File: config.mk
export PLATFORM = sky130hd
export DESIGN_NAME = map_table_flat
export DESIGN_NICKNAME = d
export VERILOG_FILES = /design/src/rtl/map_table_pkg.sv /design/src/rtl/map_table_if.sv /design/src/rtl/map_table_entry.sv /design/src/rtl/map_table.sv /design/src/flat_wrapper.sv
export SDC_FILE = /design/constraint.sdc
export NUM_CORES = 1
export LEC_CHECK = 0
export ABC_CLOCK_PERIOD_IN_PS = 2200
export BUFFER_PORTS_ARGS = -buffer_cell sky130_fd_sc_hd__clkbuf_2
export CAP_MARGIN = 20
export CORE_MARGIN = 1
export CORE_UTILIZATION = 45
export CTS_CLUSTER_DIAMETER = 150
export DETAILED_ROUTE_END_ITERATION = 6
export PLACE_DENSITY_LB_ADDON = 0.1
export SYNTH_ARGS = -nofsm -noshare
export SYNTH_HDL_FRONTEND = slang
export SYNTH_SLANG_ARGS = --single-unit
File: constraint.sdc
create_clock -name clock -period 2.2 [get_ports clock]
set_clock_uncertainty 0.15 [all_clocks]
set_input_delay 0.11 -clock clock [delete_from_list [all_inputs] [get_ports clock]]
set_output_delay 0.11 -clock clock [all_outputs]
set_load 0.01 [all_outputs]
File: src/rtl/map_table_pkg.sv
// Shared constants and types for the register map table (arch reg -> ROB tag renaming).
package map_table_pkg;

    localparam int unsigned REG_LEN = 32;
    localparam int unsigned ROB_LEN = 8;
    localparam int unsigned TAG_W   = $clog2(ROB_LEN) + 1;
    localparam int unsigned IDX_W   = 5;

    typedef struct packed {
        logic [TAG_W-1:0] tag;
        logic             ready;
    } MT_ENTRY;

    typedef struct packed {
        logic             valid;
        logic [IDX_W-1:0] dest_idx;
        logic [TAG_W-1:0] tag;
    } ROB2MT_PACKET;

    typedef struct packed {
        logic [TAG_W-1:0] rs1_tag;
        logic             rs1_ready;
        logic [TAG_W-1:0] rs2_tag;
        logic             rs2_ready;
    } MT2RS_PACKET;

endpackage

File: src/rtl/map_table_if.sv
// Dispatch / CDB / retire / lookup signal bundle for the map table.
interface map_table_if;
    import map_table_pkg::*;

    logic             squash;
    logic             disp_valid;
    logic [IDX_W-1:0] disp_rs1_idx;
    logic [IDX_W-1:0] disp_rs2_idx;
    logic [IDX_W-1:0] disp_dest_idx;
    logic [TAG_W-1:0] disp_tag;
    logic             cdb_valid;
    logic [TAG_W-1:0] cdb_tag;
    logic             ret_valid;
    logic [IDX_W-1:0] ret_dest_idx;
    logic [TAG_W-1:0] ret_tag;
    logic [TAG_W-1:0] rs1_tag;
    logic             rs1_ready;
    logic [TAG_W-1:0] rs2_tag;
    logic             rs2_ready;

    modport master (
        output squash, disp_valid, disp_rs1_idx, disp_rs2_idx, disp_dest_idx, disp_tag,
        output cdb_valid, cdb_tag, ret_valid, ret_dest_idx, ret_tag,
        input  rs1_tag, rs1_ready, rs2_tag, rs2_ready
    );

    modport slave (
        input  squash, disp_valid, disp_rs1_idx, disp_rs2_idx, disp_dest_idx, disp_tag,
        input  cdb_valid, cdb_tag, ret_valid, ret_dest_idx, ret_tag,
        output rs1_tag, rs1_ready, rs2_tag, rs2_ready
    );

endinterface

File: src/rtl/map_table_entry.sv
// One architectural register's mapping: {tag, ready}, priority write > clear > cdb set.
module map_table_entry
    import map_table_pkg::*;
(
    input  logic             clock,
    input  logic             reset,
    input  logic             i_write,
    input  logic [TAG_W-1:0] i_wr_tag,
    input  logic             i_clear,
    input  logic             i_cdb_hit,
    output MT_ENTRY          o_entry
);

    MT_ENTRY r_entry;

    always_ff @(posedge clock) begin
        if (reset) begin
            r_entry <= '0;
        end else if (i_write) begin
            // A fresh mapping is never ready, even if its tag is on the CDB this cycle.
            r_entry.tag   <= i_wr_tag;
            r_entry.ready <= 1'b0;
        end else if (i_clear) begin
            r_entry <= '0;
        end else if (i_cdb_hit) begin
            r_entry.ready <= 1'b1;
        end
    end

    assign o_entry = r_entry;

endmodule

File: src/rtl/map_table.sv
// Register map table: renames arch regs to ROB tags. Define MT_CDB_FWD_EN for same-cycle
// CDB forwarding into the ready outputs.
module map_table
    import map_table_pkg::*;
(
    input logic        clock,
    input logic        reset,
    map_table_if.slave bus
);

    MT_ENTRY      w_entries [REG_LEN];
    ROB2MT_PACKET w_ret;
    MT2RS_PACKET  w_rs;
    MT_ENTRY      w_e1;
    MT_ENTRY      w_e2;
    logic         w_disp_ok;
    logic         w_cdb_ok;
    logic         w_fwd1;
    logic         w_fwd2;

    // Squash wins over dispatch, so a dispatch in the squash cycle is dropped here.
    assign w_disp_ok = bus.disp_valid && (bus.disp_tag != '0) && !bus.squash;
    assign w_cdb_ok  = bus.cdb_valid && (bus.cdb_tag != '0);

    assign w_ret.valid    = bus.ret_valid && (bus.ret_tag != '0);
    assign w_ret.dest_idx = bus.ret_dest_idx;
    assign w_ret.tag      = bus.ret_tag;

    assign w_entries[0] = '0;

    for (genvar gi = 1; gi < REG_LEN; gi++) begin : g_entry
        MT_ENTRY w_cur;
        logic    w_write;
        logic    w_clear;
        logic    w_cdb_hit;

        assign w_write   = w_disp_ok && (bus.disp_dest_idx == IDX_W'(gi));
        // Retire only clears when no newer instruction has remapped the register.
        assign w_clear   = bus.squash ||
                           (w_ret.valid && (w_ret.dest_idx == IDX_W'(gi)) &&
                            (w_cur.tag == w_ret.tag));
        assign w_cdb_hit = w_cdb_ok && (w_cur.tag == bus.cdb_tag);

        map_table_entry u_entry (
            .clock     (clock),
            .reset     (reset),
            .i_write   (w_write),
            .i_wr_tag  (bus.disp_tag),
            .i_clear   (w_clear),
            .i_cdb_hit (w_cdb_hit),
            .o_entry   (w_cur)
        );

        assign w_entries[gi] = w_cur;
    end

    assign w_e1 = w_entries[bus.disp_rs1_idx];
    assign w_e2 = w_entries[bus.disp_rs2_idx];

`ifdef MT_CDB_FWD_EN
    assign w_fwd1 = w_cdb_ok && (bus.cdb_tag == w_e1.tag);
    assign w_fwd2 = w_cdb_ok && (bus.cdb_tag == w_e2.tag);
`else
    assign w_fwd1 = 1'b0;
    assign w_fwd2 = 1'b0;
`endif

    always_comb begin
        w_rs           = '0;
        w_rs.rs1_tag   = w_e1.tag;
        w_rs.rs1_ready = (w_e1.tag != '0) && (w_e1.ready || w_fwd1);
        w_rs.rs2_tag   = w_e2.tag;
        w_rs.rs2_ready = (w_e2.tag != '0) && (w_e2.ready || w_fwd2);
    end

    assign bus.rs1_tag   = w_rs.rs1_tag;
    assign bus.rs1_ready = w_rs.rs1_ready;
    assign bus.rs2_tag   = w_rs.rs2_tag;
    assign bus.rs2_ready = w_rs.rs2_ready;

endmodule

File: src/flat_wrapper.sv
// flat-port wrapper written by rule: the top's interface ports become plain ports
module map_table_flat import map_table_pkg::*;
  (clock, reset, bus_squash, bus_disp_valid, bus_disp_rs1_idx, bus_disp_rs2_idx, bus_disp_dest_idx, bus_disp_tag, bus_cdb_valid, bus_cdb_tag, bus_ret_valid, bus_ret_dest_idx, bus_ret_tag, bus_rs1_tag, bus_rs1_ready, bus_rs2_tag, bus_rs2_ready);
  map_table_if bus_i ();
  input logic clock;
  input logic reset;
  input wire logic [$bits(bus_i.squash)-1:0] bus_squash;
  input wire logic [$bits(bus_i.disp_valid)-1:0] bus_disp_valid;
  input wire logic [$bits(bus_i.disp_rs1_idx)-1:0] bus_disp_rs1_idx;
  input wire logic [$bits(bus_i.disp_rs2_idx)-1:0] bus_disp_rs2_idx;
  input wire logic [$bits(bus_i.disp_dest_idx)-1:0] bus_disp_dest_idx;
  input wire logic [$bits(bus_i.disp_tag)-1:0] bus_disp_tag;
  input wire logic [$bits(bus_i.cdb_valid)-1:0] bus_cdb_valid;
  input wire logic [$bits(bus_i.cdb_tag)-1:0] bus_cdb_tag;
  input wire logic [$bits(bus_i.ret_valid)-1:0] bus_ret_valid;
  input wire logic [$bits(bus_i.ret_dest_idx)-1:0] bus_ret_dest_idx;
  input wire logic [$bits(bus_i.ret_tag)-1:0] bus_ret_tag;
  output wire logic [$bits(bus_i.rs1_tag)-1:0] bus_rs1_tag;
  output wire logic [$bits(bus_i.rs1_ready)-1:0] bus_rs1_ready;
  output wire logic [$bits(bus_i.rs2_tag)-1:0] bus_rs2_tag;
  output wire logic [$bits(bus_i.rs2_ready)-1:0] bus_rs2_ready;
  assign bus_i.squash = bus_squash;
  assign bus_i.disp_valid = bus_disp_valid;
  assign bus_i.disp_rs1_idx = bus_disp_rs1_idx;
  assign bus_i.disp_rs2_idx = bus_disp_rs2_idx;
  assign bus_i.disp_dest_idx = bus_disp_dest_idx;
  assign bus_i.disp_tag = bus_disp_tag;
  assign bus_i.cdb_valid = bus_cdb_valid;
  assign bus_i.cdb_tag = bus_cdb_tag;
  assign bus_i.ret_valid = bus_ret_valid;
  assign bus_i.ret_dest_idx = bus_ret_dest_idx;
  assign bus_i.ret_tag = bus_ret_tag;
  assign bus_rs1_tag = bus_i.rs1_tag;
  assign bus_rs1_ready = bus_i.rs1_ready;
  assign bus_rs2_tag = bus_i.rs2_tag;
  assign bus_rs2_ready = bus_i.rs2_ready;
  map_table u_core (.clock(clock), .reset(reset), .bus(bus_i));
endmodule
## Word-level counts from Yosys, hierarchy flattened

Index checks and enable logic that the tools add are counted.
W data, S select, Z words.

| word-level totals | value |
|---|---|
| register bits after elaboration | 155 |
| input bits | 38 |
| output and inout port bits | 10 |
| logic and storage cells | 549 |

| operators by class | value |
|---|---|
| magnitude comparators | 2 |
| eq/ne operators | 124 |
| mux-type cells | 130 |
| bitwise logic cells | 2 |
| reduce and logical (&&, ||, !) cells | 229 |

Operators by type and width:

| kind | count |
|---|---|
| $eq A4 B4 Y1 | 62 |
| $mux W5 | 35 |
| $eq A5 B5 Y1 const B | 32 |
| $logic_and A1 B1 Y1 | 130 |
| $mux W4 | 31 |
| $reduce_or A3 Y1 | 31 |
| $eq A5 B4 Y1 const B | 16 |
| $mux W1 | 62 |
| $reduce_bool A2 Y1 | 31 |
| $bmux W5 S5 | 2 |
| $eq A5 B3 Y1 const B | 8 |
| $logic_or A1 B1 Y1 | 31 |
| $eq A5 B2 Y1 const B | 4 |
| $reduce_bool A4 Y1 | 5 |
| $ge A6 B6 Y1 const B | 2 |
| $not A5 Y6 | 2 |
| $eq A5 B1 Y1 const B | 2 |
| $logic_not A1 Y1 | 1 |

## Depth between registers and ports, before layout

| depth | value |
|---|---|
| depth in word-level cells | 7 |
| depth in mapped cells | 9 |
| mapped depth without buffers | 7 |

## Modules after synthesis

From an unflattened synthesis, not the netlist that was laid out.

| unflattened totals | value |
|---|---|
| cells, all modules | 1136 |
| area total of the unflattened synthesis | 11303.3 µm² |

Modules (own cells, without submodules):

| module | times used | cells each | area each (µm²) | sequential area each (µm²) |
|---|---|---|---|---|
| map_table | 1 | 671 | 5989.5 | 0.0 |
| map_table_entry | 31 | 15 | 171.4 | 100.1 |

## Least setup slack after synthesis

Ideal clock, no wire load.

| path | value |
|---|---|
| path kind | register to output |
| start point | register u_core.g_entry[5].u_entry.r_entry (netlist bit u_core.g_entry[5].u_entry.o_entry[3]) |
| end point | output bus_rs2_ready |
| data arrival time | 1.668 ns |
| data required time | 1.940 ns |
| slack | 0.272 ns |
| cell stages (with the launch flop) | 8 |
| path buffers | 0 |
| cell sequence | dfxtp_1 mux4_1 inv_1 a2111oi_0 a31oi_1 o211ai_1 nor4_1 nor2_1 |

| between the ends | value |
|---|---|
| word-level cells in the longest chain between the ends | 5 |

Ends and longest elaborated chain:

| what | line | source |
|---|---|---|
| start: declaration | map_table_entry.sv:14 | `MT_ENTRY r_entry;` |
| $bmux W5 S5 | map_table.sv:58 | `assign w_e2 = w_entries[bus.disp_rs2_idx];` |
| $mux W5 (implied by the code) (2 in series) | map_table.sv:58 |  |
| net bus_rs2_tag[2] | flat_wrapper.sv:20 | `output wire logic [$bits(bus_i.rs2_tag)-1:0] bus_rs2_tag;` |
| $reduce_bool A4 Y1 | map_table.sv:73 | `w_rs.rs2_ready = (w_e2.tag != '0) && (w_e2.ready \|\| w_fwd2);` |
| $logic_and A1 B1 Y1 | map_table.sv:73 |  |
| end: declaration | flat_wrapper.sv:21 | `output wire logic [$bits(bus_i.rs2_ready)-1:0] bus_rs2_ready;` |

The timed path passes the listed nets, and every way through them passes these cells. The select of a mux whose other input is x is not followed.

## Worst setup path in the final report

| path | value |
|---|---|
| start point | register u_core.g_entry[7].u_entry.r_entry (netlist bit u_core.g_entry[7].u_entry.o_entry[4]) |
| end point | output bus_rs2_ready |

| between the ends | value |
|---|---|
| word-level cells in the longest chain between the ends | 5 |

Ends and longest elaborated chain:

| what | line |
|---|---|
| start: declaration | map_table_entry.sv:14 |
| $bmux W5 S5 | map_table.sv:58 |
| $mux W5 (implied by the code) (2 in series) | map_table.sv:58 |
| $reduce_bool A4 Y1 | map_table.sv:73 |
| $logic_and A1 B1 Y1 | map_table.sv:73 |

Every way passes these cells. The select of a mux whose other input is x is not followed.

==> results <==
- The flow ran to the end, but the final reports show violations.
- The final reports fail on negative setup slack.
- The Yosys step of the flow raised 0 warnings.
- The type of the tightest min-delay check is primary input to flop.
- The required time at the endpoint of the critical path is slightly below 2 ns.
- The number of global-route vias before repair is 10100.
- For the pin with the worst max-slew slack, the measured transition is 0.863 ns.
- The primary flip-flop cell chosen by synthesis mapping is sky130_fd_sc_hd__dfxtp_1.
- In this run the standard cell core region covers roughly 0.024 mm2.
- The longest clock path from root to sink contains 2 buffers.
- The met3 wire length is 3390 um.
- In the synthesized netlist, the number of instances is 1166.
- The effective utilization at floorplan is 46.4%.
- The number of hold violations in the final report is 0.
- Across the VDD grid, the largest voltage drop is ~0.32 mV.
- Max-cap violations in this run came to 0.
- The detail route stage leaves a number of antenna-violating nets equal to 0.
- The average footprint of a synthesized cell is 9.45 um2.
- The met1 wire length is 19300 um.
- The maximum level of the CTS H-tree is 4.
- The count of buffers inserted at the top-level ports is 47.
- The number of clock buffers added by TritonCTS is 17.
- From left edge to right edge, the die measures about 160 um.
- After synthesis, the cell types taking the most area are sky130_fd_sc_hd__dfxtp_1, sky130_fd_sc_hd__xnor2_1, sky130_fd_sc_hd__a22o_1.
- The number of antenna violations at the first check in global routing is 0.
- Cells with a size suffix above 1 make up 28.9% of the layout.
- The repair_antennas step left the layout with diodes totalling 0.
- After detailed routing, the number of remaining DRC violations is 0.
- The worst slack at placement is -0.270 ns.
- The register with the most flip-flops in the layout has 155 of them.
- Wires add up to 43300 um.
- The met2 layer wire length in the routed design is between 15000 and 20000 um.
- The final cycle utilization of the critical path is 130%.
- Relative to the synthesized area, the layout overhead comes to 27.6%.
- The worst pin sits at a relative slew slack of 42.4%.
- After the first detailed-routing iteration, the DRC count stood at 1031.
- Summed over all nets, the half-perimeter wirelength after detailed placement is 30100 um.
- The total vias in the final route is 10500.
- During I/O placement, the number of pins put on the boundary was 48.
- The post-synthesis async set-or-reset flop share is 0%.
- The kind of capture point of the worst setup path is a primary output.
- The TritonCTS clock tree is done.
- The count of final max-slew check failures was 0.
- In this run the power density over the cells is 523 mW/mm2.
- After detailed routing, the number of vias per cell comes to 6.25.
- For this run the aggregate overflow at the end of global routing stands at 0.
- The share of the synthesized area in the top cell type is between 20% and 30%.
- The category of the worst setup path launch point is a flop.
- The cell sitting at the root of the clock tree is a sky130_fd_sc_hd__clkbuf_16.
- The largest total area in the synthesized netlist belongs to sky130_fd_sc_hd__dfxtp_1.
- The path type of the worst setup path is flop to primary output.
- Counting the fill cells in the layout gives 2104.
- At the worst endpoint, the arrival time is 2.60 ns.
- Derived from the worst setup path, the maximum achievable clock frequency is 0.350 GHz.
- Dividing the detail-routed wire length by the instance count gives 25.7 um.
- Before antenna repair, the detailed router went through 6 iterations.
- Setup repair after global routing could not meet its margin everywhere.
- Global routing used approximately a third of the available tracks across all layers.
- Setup violations remaining at the end of the flow were counted as 10.
- In the post-route analysis, the smallest setup slack over all paths is -0.661 ns.
- Counting every net in the synthesized netlist gives ~1200.
- After floorplanning, the core was divided into 56 placement rows.
- The first-pass GRT wire length is around 64000 um.
- The clock reaches the later pin of the worst-skew pair after between 0.4 and 0.5 ns.
- After detailed routing, no signal wire sits above met4.
- Along the worst path, the maximum fanout reaches 2.
- The die covers 0.0251 mm2.
- The vertical extent of the die is 158 um.
- Routability-driven placement finished with a final weighted congestion of 0.956.
- In this run, synthesis inferred 0 flip-flops with an integrated enable.
- After clock tree synthesis, the clock-pin slew on the worst setup and hold paths is about 0.07 ns.
- At the end of the flow, the number of nets in the layout was 1390.
- For this run, the register share of the synthesized area comes to 28.2%.
- The design draws about 7400 uW.
- Subtracting the final worst setup slack from the clock period gives 2.86 ns.
- Summing every instance area after synthesis gives about 0.011 mm2.
- Clock tree synthesis found a total of 155 sinks.
- The accumulated negative setup slack is -3.09 ns.
- In this run the static leakage power is 0.00557 uW.
- The maximum number of pins on one net before global-route repair is 41.
- The register bit count reported by yosys is 155.
- Yosys mapped the design onto 49 distinct sky130hd cell types.
==> final timing paths <==
path | from | end | slack [ns] | depth (start not counted)
setup / recovery | u_core.g_entry[7].u_entry.o_entry[4]$_SDFFE_PP0P_ | bus_rs2_ready | -0.66 | 9
hold / removal | bus_squash | u_core.g_entry[26].u_entry.o_entry[3]$_SDFFE_PP0P_ | 0.13 | 5
setup reg to reg | u_core.g_entry[11].u_entry.o_entry[1]$_SDFFE_PP0P_ | u_core.g_entry[11].u_entry.o_entry[4]$_SDFFE_PP0P_ | 0.10 | 6
hold reg to reg | u_core.g_entry[4].u_entry.o_entry[0]$_SDFFE_PP0P_ | u_core.g_entry[4].u_entry.o_entry[0]$_SDFFE_PP0P_ | 0.33 | 1
==> Yosys cell counts (2+ instances only) <==
| library cell | instances |
|---|---|
| sky130_fd_sc_hd__o211ai_1 | 16 |
| sky130_fd_sc_hd__a22o_1 | 118 |
| sky130_fd_sc_hd__nand2b_1 | 6 |
| sky130_fd_sc_hd__a2111oi_0 | 8 |
| sky130_fd_sc_hd__or3b_2 | 2 |
| sky130_fd_sc_hd__clkbuf_1 | 39 |
| sky130_fd_sc_hd__nand3b_2 | 2 |
| sky130_fd_sc_hd__nor2_1 | 47 |
| sky130_fd_sc_hd__nor4b_1 | 7 |
| sky130_fd_sc_hd__a211oi_1 | 19 |
| sky130_fd_sc_hd__nand3_1 | 64 |
| sky130_fd_sc_hd__buf_6 | 3 |
| sky130_fd_sc_hd__mux4_1 | 19 |
| sky130_fd_sc_hd__mux2i_1 | 74 |
| sky130_fd_sc_hd__buf_2 | 34 |
| sky130_fd_sc_hd__buf_1 | 6 |
| sky130_fd_sc_hd__nor3_1 | 56 |
| sky130_fd_sc_hd__inv_1 | 10 |
| sky130_fd_sc_hd__xnor2_1 | 152 |
| sky130_fd_sc_hd__nand4_1 | 8 |
| sky130_fd_sc_hd__a221oi_1 | 8 |
| sky130_fd_sc_hd__nand3b_1 | 4 |
| sky130_fd_sc_hd__a22oi_1 | 24 |
| sky130_fd_sc_hd__a211oi_2 | 6 |
| sky130_fd_sc_hd__and2_1 | 2 |
| sky130_fd_sc_hd__nor4_1 | 23 |
| sky130_fd_sc_hd__a21oi_1 | 22 |
| sky130_fd_sc_hd__buf_4 | 8 |
| sky130_fd_sc_hd__mux4_2 | 7 |
| sky130_fd_sc_hd__dfxtp_1 | 155 |
| sky130_fd_sc_hd__mux2_2 | 18 |
| sky130_fd_sc_hd__o21a_1 | 31 |
| sky130_fd_sc_hd__or2_2 | 2 |
| sky130_fd_sc_hd__o21ai_0 | 2 |
| sky130_fd_sc_hd__nand2_1 | 16 |
| sky130_fd_sc_hd__nor2b_1 | 26 |
| sky130_fd_sc_hd__a31oi_1 | 8 |
| sky130_fd_sc_hd__buf_8 | 2 |
| sky130_fd_sc_hd__nor3_2 | 7 |
| sky130_fd_sc_hd__xor2_1 | 96 |
==> critical path, cell delays in order (launching register included) <==
cell                        delay (ns)
sky130_fd_sc_hd__dfxtp_2          0.33
sky130_fd_sc_hd__buf_6            0.11
sky130_fd_sc_hd__mux4_2           0.48
sky130_fd_sc_hd__inv_2            0.11
sky130_fd_sc_hd__a2111oi_4        0.07
sky130_fd_sc_hd__a31oi_2          0.21
sky130_fd_sc_hd__o211ai_1         0.19
sky130_fd_sc_hd__nor4_2           0.36
sky130_fd_sc_hd__nor2_1           0.13
sky130_fd_sc_hd__buf_2            0.16
==> metrics by stage <==
step / cell area [um2] / cells / hold slack [ns] / utilization (%)
4_1_cts: 13900 / 1685 / 0.102 / 58.5
3_3_place_gp: 12900 / 1642 / 0.308 / 54.4
6_report: 14100 / 1684 / 0.129 / 59.2
2_1_floorplan: 11000 / 1166 / 0.101 / -
3_5_place_dp: 12900 / 1642 / 0.312 / 54.4
5_1_grt: 14100 / 1684 / 0.141 / 59.2
==> placed cells by master (no fill, tap or decap), types with 5 or more instances in the layout <==
cell type / netlist / final
sky130_fd_sc_hd__buf_4: 8 / 185
sky130_fd_sc_hd__o211ai_1: 16 / 16
sky130_fd_sc_hd__buf_6: 3 / 14
sky130_fd_sc_hd__buf_12: 0 / 15
sky130_fd_sc_hd__mux2_2: 18 / 12
sky130_fd_sc_hd__nor4_1: 23 / 20
sky130_fd_sc_hd__nor3_1: 56 / 56
sky130_fd_sc_hd__a22oi_1: 24 / 24
sky130_fd_sc_hd__inv_6: 0 / 5
sky130_fd_sc_hd__a211oi_2: 6 / 6
sky130_fd_sc_hd__dfxtp_1: 155 / 139
sky130_fd_sc_hd__xnor2_1: 152 / 152
sky130_fd_sc_hd__nor3_2: 7 / 7
sky130_fd_sc_hd__mux2i_1: 74 / 74
sky130_fd_sc_hd__a221oi_4: 0 / 6
sky130_fd_sc_hd__clkbuf_16: 0 / 17
sky130_fd_sc_hd__nand4_1: 8 / 8
sky130_fd_sc_hd__inv_2: 0 / 8
sky130_fd_sc_hd__a31oi_2: 0 / 5
sky130_fd_sc_hd__mux4_2: 7 / 14
sky130_fd_sc_hd__a211oi_1: 19 / 19
sky130_fd_sc_hd__nand3_1: 64 / 64
sky130_fd_sc_hd__dlygate4sd3_1: 0 / 7
sky130_fd_sc_hd__dfxtp_2: 0 / 12
sky130_fd_sc_hd__mux4_1: 19 / 12
sky130_fd_sc_hd__o21a_1: 31 / 31
sky130_fd_sc_hd__xor2_1: 96 / 96
sky130_fd_sc_hd__nor4b_1: 7 / 7
sky130_fd_sc_hd__a21oi_1: 22 / 22
sky130_fd_sc_hd__nand2b_1: 6 / 6
sky130_fd_sc_hd__mux2_4: 0 / 6
sky130_fd_sc_hd__a22o_1: 118 / 118
sky130_fd_sc_hd__clkbuf_2: 0 / 36
sky130_fd_sc_hd__nor2_1: 47 / 47
sky130_fd_sc_hd__a2111oi_4: 0 / 7
sky130_fd_sc_hd__nand2_1: 16 / 16
sky130_fd_sc_hd__nor2b_1: 26 / 20
==> metal layers <==
metal / vias to the layer above / global-route usage (%)
li1: 4724 / -
met1: 5175 / 48.2
met2: 534 / 55.3
met3: 96 / 5.61
met4: 0 / 13.8
met5: - / 0
==> area by class of cell <==
type | instances | area, um2 | share of cell area [%]
clock buffer | 19 | 453 | 3.22
timing repair buffer | 259 | 2110 | 15.0
sequential | 155 | 3130 | 22.3
multi-input combinational | 909 | 7780 | 55.3
clock inverter | 13 | 154 | 1.09
tap | 319 | 399 | 2.84
inverter | 10 | 37.5 | 0.267
==> kinds of logic after synthesis <==
logic type / synth area share, %
AO/OA/AOI/OAI: 19.4
XOR/XNOR: 19.7
buffers and inverters: 4.54
flip-flops: 28.2
multiplexers: 14.5
AND/OR/NAND/NOR: 13.7
==> power by group <==
| group | internal, uW | switching, uW |
|---|---|---|
| sequential | 2810 | 15.0 |
| combinational | 559 | 816 |
| clock | 1760 | 1400 |
| total | 5130 | 2230 |
==> timing repair <==
item | CTS | global route
gates resized for setup | 73 | 43
hold buffers | 7 | 0
buffers inserted | 14 | 2
hold endpoints to repair | 6 | 0
setup endpoints to repair | 10 | 12
pin swaps | 19 | 22
No activity file was read; power rests on OpenSTA's default activity.
